[src/rtl/mdio_master.sv]
// Clause-22 MDIO management master: one PHY, one command in flight.
// The frame is sent MSB first from a 64-bit shift register, and one MDC
// period is used per bit. Read data is captured at the end of each data bit's
// high phase.
module mdio_master #(
    parameter int unsigned CLK_DIV = 10
) (
    input  logic        clk,
    input  logic        rst,
    input  logic        cmd_valid,
    output logic        cmd_ready,
    input  logic        cmd_write,
    input  logic [4:0]  cmd_phy_addr,
    input  logic [4:0]  cmd_reg_addr,
    input  logic [15:0] cmd_wdata,
    output logic        rsp_valid,
    output logic [15:0] rsp_rdata,
    output logic        busy,
    output logic        mdc,
    input  logic        mdio_i,
    output logic        mdio_o,
    output logic        mdio_oe
);

    // One frame bit lasts a full MDC period: D cycles low, then D cycles high.
    localparam int unsigned BIT_CYC = 2 * CLK_DIV;
    localparam logic [8:0]  DIV_LAST = 9'(BIT_CYC - 1);
    localparam logic [8:0]  DIV_HIGH = 9'(CLK_DIV);

    typedef enum logic [2:0] {
        S_IDLE,
        S_PREAMBLE,
        S_HEADER,
        S_TA,
        S_DATA,
        S_DONE
    } state_t;

    state_t      state_q, state_d;
    logic [8:0]  div_q, div_d;
    logic [5:0]  bit_q, bit_d;
    logic [63:0] sr_q, sr_d;
    logic        write_q, write_d;
    logic [15:0] rdata_q, rdata_d;

    logic in_frame;
    logic bit_end;

    assign in_frame = (state_q == S_PREAMBLE) || (state_q == S_HEADER) ||
                      (state_q == S_TA)       || (state_q == S_DATA);
    assign bit_end  = (div_q == DIV_LAST);

    // Next-state: latch the command, step the divider and bit counters, shift out the frame.
    always_comb begin
        state_d = state_q;
        div_d   = div_q;
        bit_d   = bit_q;
        sr_d    = sr_q;
        write_d = write_q;
        rdata_d = rdata_q;

        if (in_frame) begin
            div_d = bit_end ? 9'd0 : div_q + 9'd1;
            if (bit_end) begin
                bit_d = bit_q + 6'd1;
                sr_d  = {sr_q[62:0], 1'b1};
            end
        end

        case (state_q)
            S_IDLE: begin
                if (cmd_valid && cmd_ready) begin
                    state_d = S_PREAMBLE;
                    div_d   = 9'd0;
                    bit_d   = 6'd0;
                    write_d = cmd_write;
                    rdata_d = 16'h0000;
                    // Reads keep ones in the TA/data slots so the released line idles high.
                    sr_d    = cmd_write ?
                        {32'hFFFF_FFFF, 2'b01, 2'b01, cmd_phy_addr, cmd_reg_addr, 2'b10, cmd_wdata} :
                        {32'hFFFF_FFFF, 2'b01, 2'b10, cmd_phy_addr, cmd_reg_addr, 18'h3FFFF};
                end
            end
            S_PREAMBLE: if (bit_end && bit_q == 6'd31) state_d = S_HEADER;
            S_HEADER:   if (bit_end && bit_q == 6'd45) state_d = S_TA;
            S_TA:       if (bit_end && bit_q == 6'd47) state_d = S_DATA;
            S_DATA: begin
                if (bit_end) begin
                    rdata_d = {rdata_q[14:0], mdio_i};
                    if (bit_q == 6'd63) state_d = S_DONE;
                end
            end
            S_DONE:     state_d = S_IDLE;
            default:    state_d = S_IDLE;
        endcase
    end

    // State register with synchronous reset; reset abandons any frame in flight.
    always_ff @(posedge clk) begin
        if (rst) begin
            state_q <= S_IDLE;
            div_q   <= 9'd0;
            bit_q   <= 6'd0;
            sr_q    <= '1;
            write_q <= 1'b0;
            rdata_q <= 16'h0000;
        end else begin
            state_q <= state_d;
            div_q   <= div_d;
            bit_q   <= bit_d;
            sr_q    <= sr_d;
            write_q <= write_d;
            rdata_q <= rdata_d;
        end
    end

    // Outputs decode from registered state, so MDIO only moves at bit starts.
    always_comb begin
        cmd_ready = (state_q == S_IDLE) && !rst;
        busy      = (state_q != S_IDLE);
        rsp_valid = (state_q == S_DONE);
        rsp_rdata = (state_q == S_DONE && !write_q) ? rdata_q : 16'h0000;
        mdc       = in_frame && (div_q >= DIV_HIGH);
        mdio_oe   = (state_q == S_PREAMBLE) || (state_q == S_HEADER) ||
                    (((state_q == S_TA) || (state_q == S_DATA)) && write_q);
        mdio_o    = mdio_oe ? sr_q[63] : 1'b1;
    end

endmodule

[config.mk]
export PLATFORM = sky130hd
export DESIGN_NAME = mdio_master
export DESIGN_NICKNAME = d
export VERILOG_FILES = /design/src/rtl/mdio_master.sv
export SDC_FILE = /design/constraint.sdc
export NUM_CORES = 1
export LEC_CHECK = 0
export BUFFER_PORTS_ARGS = -buffer_cell sky130_fd_sc_hd__buf_2
export CAP_MARGIN = 20
export CORE_MARGIN = 3
export CORE_UTILIZATION = 54
export CTS_BUF_LIST = sky130_fd_sc_hd__clkbuf_2 sky130_fd_sc_hd__clkbuf_4 sky130_fd_sc_hd__clkbuf_8
export DETAILED_ROUTE_END_ITERATION = 6
export HOLD_SLACK_MARGIN = 0.12
export PLACE_DENSITY = 0.78
export SYNTH_ARGS = -nofsm -noshare
export SYNTH_HDL_FRONTEND = slang
export SYNTH_SLANG_ARGS = --single-unit
[constraint.sdc]
create_clock -name clk -period 2.15 [get_ports clk]
set_input_delay 0.1075 -clock clk [delete_from_list [all_inputs] [get_ports clk]]
set_output_delay 0.1075 -clock clk [all_outputs]
set_load 0.01 [all_outputs]
==> results.sh, run 1 <==
export IMPL_status="complete, no violations"
export IMPL_first_global_vias=3440
export IMPL_routed_via_density=5.27
export IMPL_nets=624
export IMPL_cts_buffer_depth=2
export IMPL_period_share_pct=92.9
export IMPL_crit_family="compound AO/OA/AOI/OAI gates"
export IMPL_worstSetupPathType="reg2reg"
export IMPL_worst_setup_path_end_kind="register"
export IMPL_cp_max_fo=16
export IMPL_cts_htree_levels=3
export IMPL_drc=0
export IMPL_worstPathArrival_ns=2.23
export IMPL_critPathSlowestCell="a2111o_2"
export IMPL_ios=53
export IMPL_drt_iter0_drc=190
export IMPL_p_sw_mw=1.22
export IMPL_place_area_mm2=0.00449
export IMPL_path_buf_inv=0
export IMPL_synth_top_family_by_area="simple AND/OR/NAND/NOR gates"
export IMPL_finalClockSkew_ns=0.0158
export IMPL_path_cells="nor4_4, nand2_1, a2111o_2, a22oi_1, nor2_1"
export IMPL_postCtsSetupRepairBufs=0
export IMPL_synth_compound_area_share_pct=10.9
export IMPL_insertedDiodeCount=0
export IMPL_slew_violations=0
export IMPL_setup_viol=0
export IMPL_ys_warnings_count=0
export IMPL_grt_overflow=0
export IMPL_grt_util_all_layers_pct=21.6
export IMPL_finalSetupTns_ns=0
export IMPL_p_int_mw=2.88
export IMPL_syn2layout_area_growth_pct=23.2
export IMPL_critPathRequiredTime_ns=2.38
export IMPL_seq_area_mm2=0.00199
export IMPL_p_seq_share_pct=49.0
export IMPL_drive_gt1_share_pct=17.3
export IMPL_synth_area_per_cell_um2=8.00
export IMPL_worst_slew_pin_slew_ns=0.425
export IMPL_clock_sinks=99
export IMPL_worst_ir_drop_vdd_mv=0.532
export IMPL_post_place_ws_ns=0.111
export IMPL_ys_flop_type="dfxtp_1"
export IMPL_cap_violations=0
export IMPL_hp_class="in2reg"
export IMPL_fillers=590
export IMPL_start_util_pct=55.7
export IMPL_ys_types=42
export IMPL_slew_headroom_pct=71.4
export IMPL_wl_mm=8.68
export IMPL_rsz0062_at_grt="no"
export IMPL_syn_nets=543
export IMPL_die_area_mm2=0.00861
export IMPL_final_util_pct=68.7
export IMPL_routabilityCongestion=0.893
export IMPL_postSynthCellCount=508
export IMPL_cts_tree="built"
export IMPL_leakagePower_nw=2.31
export IMPL_power_frac_comb_pct=21.2
export IMPL_design_area_mm2=0.00501
export IMPL_synth_xor_area_share_pct=3.02
export IMPL_portBuffers=52
export IMPL_multi_input_area_mm2=0.00195
export IMPL_hold_violations=0
export IMPL_fmax_mhz=501
export IMPL_die_w_um=92.8
export IMPL_wire_per_inst_um=12.5
export IMPL_grt_max_degree=64
export IMPL_p_sw_share_pct=29.8
export IMPL_min_period_ns=2.00
export IMPL_dp_hpwl_mm=5.44
export IMPL_die_height_um=92.8
export IMPL_grt_pass1_wl_mm=15.2
export IMPL_cts_inserted_buffers=9
export IMPL_synthSimpleGateAreaFrac_pct=31.8
export IMPL_synthAdderAreaFrac_pct=1.23
export IMPL_grt_antenna_before_repair=0
export IMPL_coreArea_mm2=0.00729
export IMPL_worst_path_largest_cell_delay_ns=0.64
export IMPL_dr_pass1_iters=4
export IMPL_synth_edff_count=0
export IMPL_clockRootBuffer="clkbuf_8"
export IMPL_drtAntennaViolNets=0
export IMPL_ys_ff_latch=99
export IMPL_yosysSeqAreaShare_pct=48.8
export IMPL_fp_row_count=31
export IMPL_ys_async_sr_fraction_pct=0
export IMPL_muxShareOfSynthArea_pct=0.277
export IMPL_vias=3652
export IMPL_synth_area_mm2=0.00407
export IMPL_powerDensity_mw_per_mm2=820
export IMPL_clkTransAtPathRegs_ns=0.10
export IMPL_p_clk_share_pct=29.8
export IMPL_critical_path_startpoint_type="register"
export IMPL_hold_slack_ns=0.216
export IMPL_insertion_delay_ns=0.35
export IMPL_fin_ws_ns=0.154
==> cell type report <==
cell class / count / area share, %
clock buffers: 12 / 3.05
clock inverters: 4 / 1.10
inverters: 6 / 0.450
multi-input cells: 373 / 38.9
flip-flops and latches: 99 / 39.7
well taps: 99 / 2.47
repair buffers: 100 / 14.3
==> final timing paths <==
path | start | endpoint | slack, ns | cells past startpoint
setup / recovery | div_q[5] | rdata_q[3] | 0.15 | 5
hold / removal | cmd_valid | sr_q[29] | 0.22 | 3
setup reg to reg | div_q[5] | rdata_q[3] | 0.15 | 5
hold reg to reg | sr_q[63] | sr_q[63] | 0.47 | 2
==> layer usage <==
layer	wire [µm]	share of wire, %	vias up	GRT usage [%]
met5	0	0	-	0
met4	175	2.0	0	8.79
met3	395	4.5	15	6.01
met2	4090	47	81	35.6
met1	4020	46	1685	26.5
li1	-	-	1871	-
==> cells in the mapped netlist, types with 2 or more instances <==
library cell    n  area share, %
a22oi_1        16            3.0
dfxtp_1        99             49
o41ai_1         2           0.43
inv_1           5           0.46
o21ai_0         5           0.62
and2_1         18            2.8
and3_1          4           0.62
a21oi_1         3           0.37
nand3_1        36            4.4
and4_1          3           0.65
or3_1           2           0.31
nand2_1       141             13
xor2_1         10            2.2
nor3_1          3           0.37
xnor2_1         4           0.86
buf_2          13            1.6
nand2b_1        2           0.31
clkbuf_1       15            1.4
nor2b_1         5           0.77
a31oi_1        30            4.6
nand4_1         8            1.2
nor2_1         61            5.6
ha_1            4            1.2
==> power by group through the flow <==
stage	clock, mW	sequential [mW]	combinational, mW
floorplan	0	2.02	0.593
global route	1.33	2.02	0.971
detailed placement	0	2.05	0.808
global placement	0	2.05	0.794
finish	1.22	2.01	0.872
CTS	1.26	2.01	0.858
==> per-stage QoR <==
stage / power, mW / cells
after floorplan: 2.61 / 508
after global placement: 2.84 / 648
after detailed placement: 2.86 / 648
after CTS: 4.12 / 693
after global routing: 4.33 / 693
final: 4.11 / 693
==> worst reg2reg max path, cell delays in order (launching register included) <==
cell and delay [ns]:
dfxtp_1 0.38, nor4_4 0.41, nand2_1 0.15, a2111o_2 0.64, a22oi_1 0.24, nor2_1 0.05
==> kinds of logic after synthesis <==
kind of cell               after synthesis
DFF                                     99
muxes                                    1
and+or+nand+nor                        289
buffers and inverters                   36
adders and majority gates                4
AOI/OAI and AO/OA                       65
xor gates and xnor gates                14
==> placed cells by master, fill, tap and decap left out, types with 3 or more instances in the layout <==
| cell type | instances |
|---|---|
| nand2_1 | 140 |
| dfxtp_1 | 96 |
| nor2_1 | 61 |
| buf_2 | 52 |
| nand3_1 | 36 |
| a31oi_1 | 30 |
| dlygate4sd3_1 | 29 |
| and2_1 | 18 |
| buf_4 | 17 |
| a22oi_1 | 16 |
| xor2_1 | 10 |
| clkbuf_8 | 10 |
| nand4_1 | 8 |
| inv_1 | 5 |
| nor2b_1 | 5 |
| o21ai_0 | 5 |
| xnor2_1 | 4 |
| ha_1 | 4 |
| nor3_1 | 3 |
| and3_1 | 3 |
| dfxtp_2 | 3 |
==> registers in the layout, indices dropped and copies added (netlist names) <==
register,flops
bit_q,6
div_q,9
rdata_q,16
sr_q,64
state_q,3
write_q,1
==> repair_timing <==
item                                    CTS  global route
resized for setup                         0             7
endpoints found under the hold margin    31             0
hold buffers                             29             0
endpoints found under the setup margin    0            24
No activity file was read; power rests on OpenSTA's default activity.
==> inputs of run 2 (changes only) <==
--- a/constraint.sdc
+++ b/constraint.sdc
@@ -3,2 +3,2 @@
 set_output_delay 0.1075 -clock clk [all_outputs]
-set_load 0.01 [all_outputs]
+set_load 0.05 [all_outputs]
==> run 2 against run 1 <==
Against the previous run:
- routed wire length shrank 1.2%
- sequential share of layout area shrank 0.26 points
- clock power shrank 9%
- critical path type unchanged
- largest power group unchanged
==> results.sh, run 2 (same netlist as run 1, synthesis figures left out) <==
export IMPL_routabilityCongestion=0.880
export IMPL_grt_pass1_wl_mm=14.8
export IMPL_top_register="sr_q"
export IMPL_syn2layout_area_growth_pct=24.1
export IMPL_place_area_mm2=0.00451
export IMPL_fp_row_count=31
export IMPL_drc=0
export IMPL_die_w_um=92.8
export IMPL_cts_tree="built"
export IMPL_critical_path_startpoint_type="register"
export IMPL_layout_cells_most_common_list="nand2_1 (141), dfxtp_1 (94), nor2_1 (60), nand3_1 (36), buf_2 (36)"
export IMPL_ios=53
export IMPL_min_period_ns=2.02
export IMPL_grt_max_degree=51
export IMPL_largest_reg_flops=64
export IMPL_dr_pass1_iters=4
export IMPL_critPathRequiredTime_ns=2.45
export IMPL_cts_buffer_depth=2
export IMPL_slew_violations=0
export IMPL_setup_viol=0
export IMPL_grt_util_all_layers_pct=21.1
export IMPL_worst_path_largest_cell_delay_ns=0.51
export IMPL_vias=3647
export IMPL_first_global_vias=3393
export IMPL_insertion_delay_ns=0.37
export IMPL_drtAntennaViolNets=0
export IMPL_design_area_mm2=0.00505
export IMPL_routed_via_density=5.27
export IMPL_drt_iter0_drc=201
export IMPL_grt_antenna_before_repair=0
export IMPL_period_share_pct=93.8
export IMPL_final_util_pct=69.2
export IMPL_cts_htree_levels=3
export IMPL_dp_hpwl_mm=5.38
export IMPL_hold_violations=0
export IMPL_leakagePower_nw=2.29
export IMPL_worst_slew_pin_slew_ns=0.461
export IMPL_insertedDiodeCount=0
export IMPL_layout_commonest_cell="nand2_1"
export IMPL_cts_inserted_buffers=9
export IMPL_reg_largest_list="sr_q x64, rdata_q x16, div_q x9"
export IMPL_critPathSlowestCell="or4b_1"
export IMPL_drive_gt1_share_pct=17.5
export IMPL_worstPathArrival_ns=2.31
export IMPL_postCtsSetupRepairBufs=0
export IMPL_finalClockSkew_ns=0.0119
export IMPL_fillers=592
export IMPL_slew_headroom_pct=69.2
export IMPL_worst_setup_path_end_kind="register"
export IMPL_status="complete, no violations"
export IMPL_die_height_um=92.8
export IMPL_nets=623
export IMPL_portBuffers=52
export IMPL_powerDensity_mw_per_mm2=817
export IMPL_clockRootBuffer="clkbuf_8"
export IMPL_grt_overflow=0
export IMPL_cpMostUsedCell="a31oi_1"
export IMPL_hp_class="in2reg"
export IMPL_wire_per_inst_um=12.4
export IMPL_wl_mm=8.58
export IMPL_cap_violations=0
export IMPL_clock_sinks=99
export IMPL_path_cells="ha_1, and3_1, a31oi_1, or3_4, or4b_1, a31oi_1"
export IMPL_worstSetupPathType="reg2reg"
export IMPL_fmax_mhz=496
export IMPL_start_util_pct=55.7
export IMPL_coreArea_mm2=0.00729
export IMPL_clkTransAtPathRegs_ns=0.10
export IMPL_worst_ir_drop_vdd_mv=0.538
export IMPL_cp_max_fo=5
export IMPL_die_area_mm2=0.00861
export IMPL_rsz0062_at_grt="no"
==> run 2: cell types whose count changed in the layout (fill, tap and decap cells not counted), moves of 2 or more <==
cell	before	now
buf_2	52	36
dfxtp_1	96	94
dfxtp_2	3	5
clkbuf_4	2	16
buf_12	2	4
buf_4	17	14
clkinv_4	0	2
==> run 2: worst paths after layout <==
check | depth (start not counted) | start | to | slack, ns
worst max-delay path | 6 | bit_q[1] | state_q[1] | 0.13
worst min-delay path | 3 | cmd_valid | sr_q[16] | 0.19
worst max register to register | 6 | bit_q[1] | state_q[1] | 0.13
worst min register to register | 2 | sr_q[58] | sr_q[58] | 0.47
==> run 2: critical path, delay by kind of cell (launching register included) <==
kind | cells | cell delay, ns
AOI/OAI and AO/OA | 2 | 0.27
adders and majority gates | 1 | 0.17
DFF | 1 | 0.37
and+or+nand+nor | 3 | 1.14
==> run 2: timing repair <==
| action | CTS | global route |
|---|---|---|
| pin swaps | 0 | 1 |
| gates resized for setup | 0 | 24 |
| hold buffers | 29 | 0 |
| hold endpoints to repair | 31 | 0 |
| endpoints found under the setup margin | 1 | 36 |
==> run 2: metrics by stage <==
stage	hold WS (ns)	TNS (ns)	setup slack [ns]	cells	power [mW]
detailed placement	0.328	0	0.0690	647	2.98
finish	0.189	0	0.134	692	4.12
global route	0.205	0	0.00230	692	4.34
floorplan	0.227	0	0.00600	508	2.73
CTS	0.161	-0.00714	-0.00714	692	4.13
global placement	0.321	0	0.138	647	2.95
==> run 2: layout make-up <==
cell class                      instances  area, µm²  share of cell area [%]
Tap cell                               99        124                    2.45
Multi-Input combinational cell        373       1950                    38.7
Timing Repair Buffer                   99        776                    15.4
Sequential cell                        99       1990                    39.4
Inverter                                6       22.5                   0.446
Clock inverter                          7       58.8                    1.17
Clock buffer                            9        124                    2.45
==> run 2: layer usage <==
layer	routed length, µm	vias to the layer above	global-route usage (%)
met5	0	-	0
met4	192	0	10.3
met3	290	18	4.55
met2	4220	70	34.9
met1	3880	1690	25.9
li1	-	1869	-
==> run 2: power breakdown <==
part	switching [mW]	internal (mW)
logic	0.648	0.342
registers	0.0873	1.94
clock network	0.673	0.439
==> inputs of run 3 (changes only) <==
Settings changed: PLACE_DENSITY 0.78 to not set, PLACE_DENSITY_LB_ADDON set to 0.05.
==> run 3 against run 2 <==
Against the previous run:
- routed wire length grew 1.2%
- hold slack gained 0.0072 ns
- sequential power is essentially flat
- via count shrank 0.14%
- first-iteration DRC count shrank 10%
- cell area shrank 0.25%
- critical path depth is the same
- maximum frequency grew 0.77%
- non-clock buffer count is the same
- setup slack gained 0.015 ns
- power grew 3.8%
- critical endpoint unchanged
- largest power group unchanged
==> results.sh, run 3 (same netlist as run 1, synthesis figures left out) <==
export IMPL_vias=3642
export IMPL_layout_commonest_cell="nand2_1"
export IMPL_place_area_mm2=0.00450
export IMPL_p_seq_share_pct=47.1
export IMPL_reg2reg_depth=6
export IMPL_die_area_mm2=0.00861
export IMPL_path_cells="ha_1, and3_4, a31oi_1, or3_4, or4b_1, a31oi_1"
export IMPL_slew_headroom_pct=72.1
export IMPL_critPathSlowestCell="or4b_1"
export IMPL_drt_iter0_drc=181
export IMPL_die_height_um=92.8
export IMPL_leakagePower_nw=2.32
export IMPL_p_sw_mw=1.40
export IMPL_ios=53
export IMPL_grt_util_all_layers_pct=20.9
export IMPL_cpMostUsedCell="a31oi_1"
export IMPL_slew_violations=0
export IMPL_grt_antenna_before_repair=0
export IMPL_crit_family="simple AND/OR/NAND/NOR gates"
export IMPL_timing_rr_end="state_q[1]"
export IMPL_drc=0
export IMPL_cap_violations=0
export IMPL_critPathRequiredTime_ns=2.44
export IMPL_wl_mm=8.69
export IMPL_routed_via_density=5.26
export IMPL_hp_class="in2reg"
export IMPL_clockRootBuffer="clkbuf_8"
export IMPL_start_util_pct=55.7
export IMPL_cts_inserted_buffers=9
export IMPL_insertion_delay_ns=0.36
export IMPL_min_period_ns=2.00
export IMPL_design_area_mm2=0.00503
export IMPL_top_register="sr_q"
export IMPL_worstReg2RegStart="bit_q[1]"
export IMPL_dr_pass1_iters=4
export IMPL_largest_reg_flops=64
export IMPL_fmax_mhz=500
export IMPL_worst_ir_drop_vdd_mv=0.590
export IMPL_cts_htree_levels=3
export IMPL_clock_sinks=99
export IMPL_finalSetupTns_ns=0
export IMPL_drtAntennaViolNets=0
export IMPL_wire_per_inst_um=12.6
export IMPL_powerDensity_mw_per_mm2=850
export IMPL_setup_viol=0
export IMPL_grt_pass1_wl_mm=14.6
export IMPL_grt_max_degree=46
export IMPL_nets=623
export IMPL_worstPathArrival_ns=2.29
export IMPL_worst_slew_pin_slew_ns=0.417
export IMPL_power_frac_comb_pct=23.5
export IMPL_cts_buffer_depth=2
export IMPL_clkTransAtPathRegs_ns=0.09
export IMPL_p_int_mw=2.88
export IMPL_die_w_um=92.8
export IMPL_status="complete, no violations"
export IMPL_crit_path_end="state_q[1]"
export IMPL_cts_tree="built"
export IMPL_finalClockSkew_ns=0.0121
export IMPL_worst_path_largest_cell_delay_ns=0.50
export IMPL_critical_path_startpoint_type="register"
export IMPL_dp_hpwl_mm=5.47
export IMPL_p_sw_share_pct=32.6
export IMPL_syn2layout_area_growth_pct=23.8
export IMPL_p_clk_share_pct=29.4
export IMPL_cp_depth=6
export IMPL_layout_cells_most_common_list="nand2_1 (141), dfxtp_1 (95), nor2_1 (60), buf_2 (51), nand3_1 (36)"
export IMPL_rsz0062_at_grt="no"
export IMPL_drive_gt1_share_pct=17.5
export IMPL_worstSetupPathType="reg2reg"
export IMPL_worstSetupStartpoint="bit_q[1]"
export IMPL_routabilityCongestion=0.920
export IMPL_portBuffers=52
export IMPL_first_global_vias=3351
export IMPL_reg_largest_list="sr_q x64, rdata_q x16, div_q x9"
export IMPL_hold_violations=0
export IMPL_cp_max_fo=5
export IMPL_path_buf_inv=0
export IMPL_period_share_pct=93.0
export IMPL_grt_overflow=0
export IMPL_worst_setup_path_end_kind="register"
export IMPL_coreArea_mm2=0.00729
export IMPL_insertedDiodeCount=0
export IMPL_r2r_slack_ns=0.15
export IMPL_fp_row_count=31
-- run 3: repair_timing --
action                                  CTS  global route
resized for setup                         1             8
gates cloned                              0             0
hold buffers                             29             0
endpoints found under the setup margin    2            37
pin swaps                                 0             1
endpoints found under the hold margin    31             0
buffers inserted                          0             0
-- run 3: power groups by stage --
stage	registers, mW	logic (mW)	clock network, mW
floorplan	2.02	0.718	0
global placement	2.05	0.925	0
detailed placement	2.05	0.937	0
CTS	2.01	0.980	1.30
global route	2.03	1.10	1.36
finish	2.02	1.01	1.26
-- run 3: routing by layer --
metal / global-route usage (%) / share of wire, % / vias to the layer above
met5: 0 / 0 / -
met4: 6.96 / 1.7 / 0
met3: 5.52 / 3.7 / 14
met2: 35.0 / 48 / 77
met1: 26.0 / 47 / 1674
li1: - / - / 1877
-- run 3: how the worst min path moves through the flow --
stage,start,end,slack [ns],depth (start not counted)
floorplan,cmd_wdata[0],sr_q[0],0.23,1
global placement,cmd_wdata[0],sr_q[0],0.31,2
detailed placement,cmd_wdata[0],sr_q[0],0.33,2
CTS,cmd_valid,sr_q[29],0.18,3
global route,cmd_valid,sr_q[16],0.20,3
finish,cmd_valid,sr_q[1],0.20,3
-- run 3: per-stage QoR --
| stage | worst slack (ns) | cells | utilization, % | power [mW] | hold WS [ns] |
|---|---|---|---|---|---|
| global route | 0.0126 | 692 | 69.0 | 4.49 | 0.199 |
| CTS | 0.00247 | 692 | 68.7 | 4.29 | 0.182 |
| detailed placement | 0.0655 | 647 | 61.7 | 2.99 | 0.325 |
| floorplan | 0.00600 | 508 | - | 2.73 | 0.227 |
| global placement | 0.107 | 647 | 61.7 | 2.97 | 0.313 |
| finish | 0.150 | 692 | 69.0 | 4.28 | 0.196 |
-- run 3: final cells by class --
class,instances,area (µm²)
timing repair buffer,99,726
inverter,6,22.5
multi-input combinational,373,1960
sequential,99,1990
tap,99,124
fill,617,2260
clock buffer,10,138
clock inverter,6,78.8
-- run 3: worst reg2reg max path, cell delays in order, from the launching register on --
cell and delay [ns]:
dfxtp_2 0.37, ha_1 0.19, and3_4 0.21, a31oi_1 0.09, or3_4 0.41, or4b_1 0.50
a31oi_1 0.16
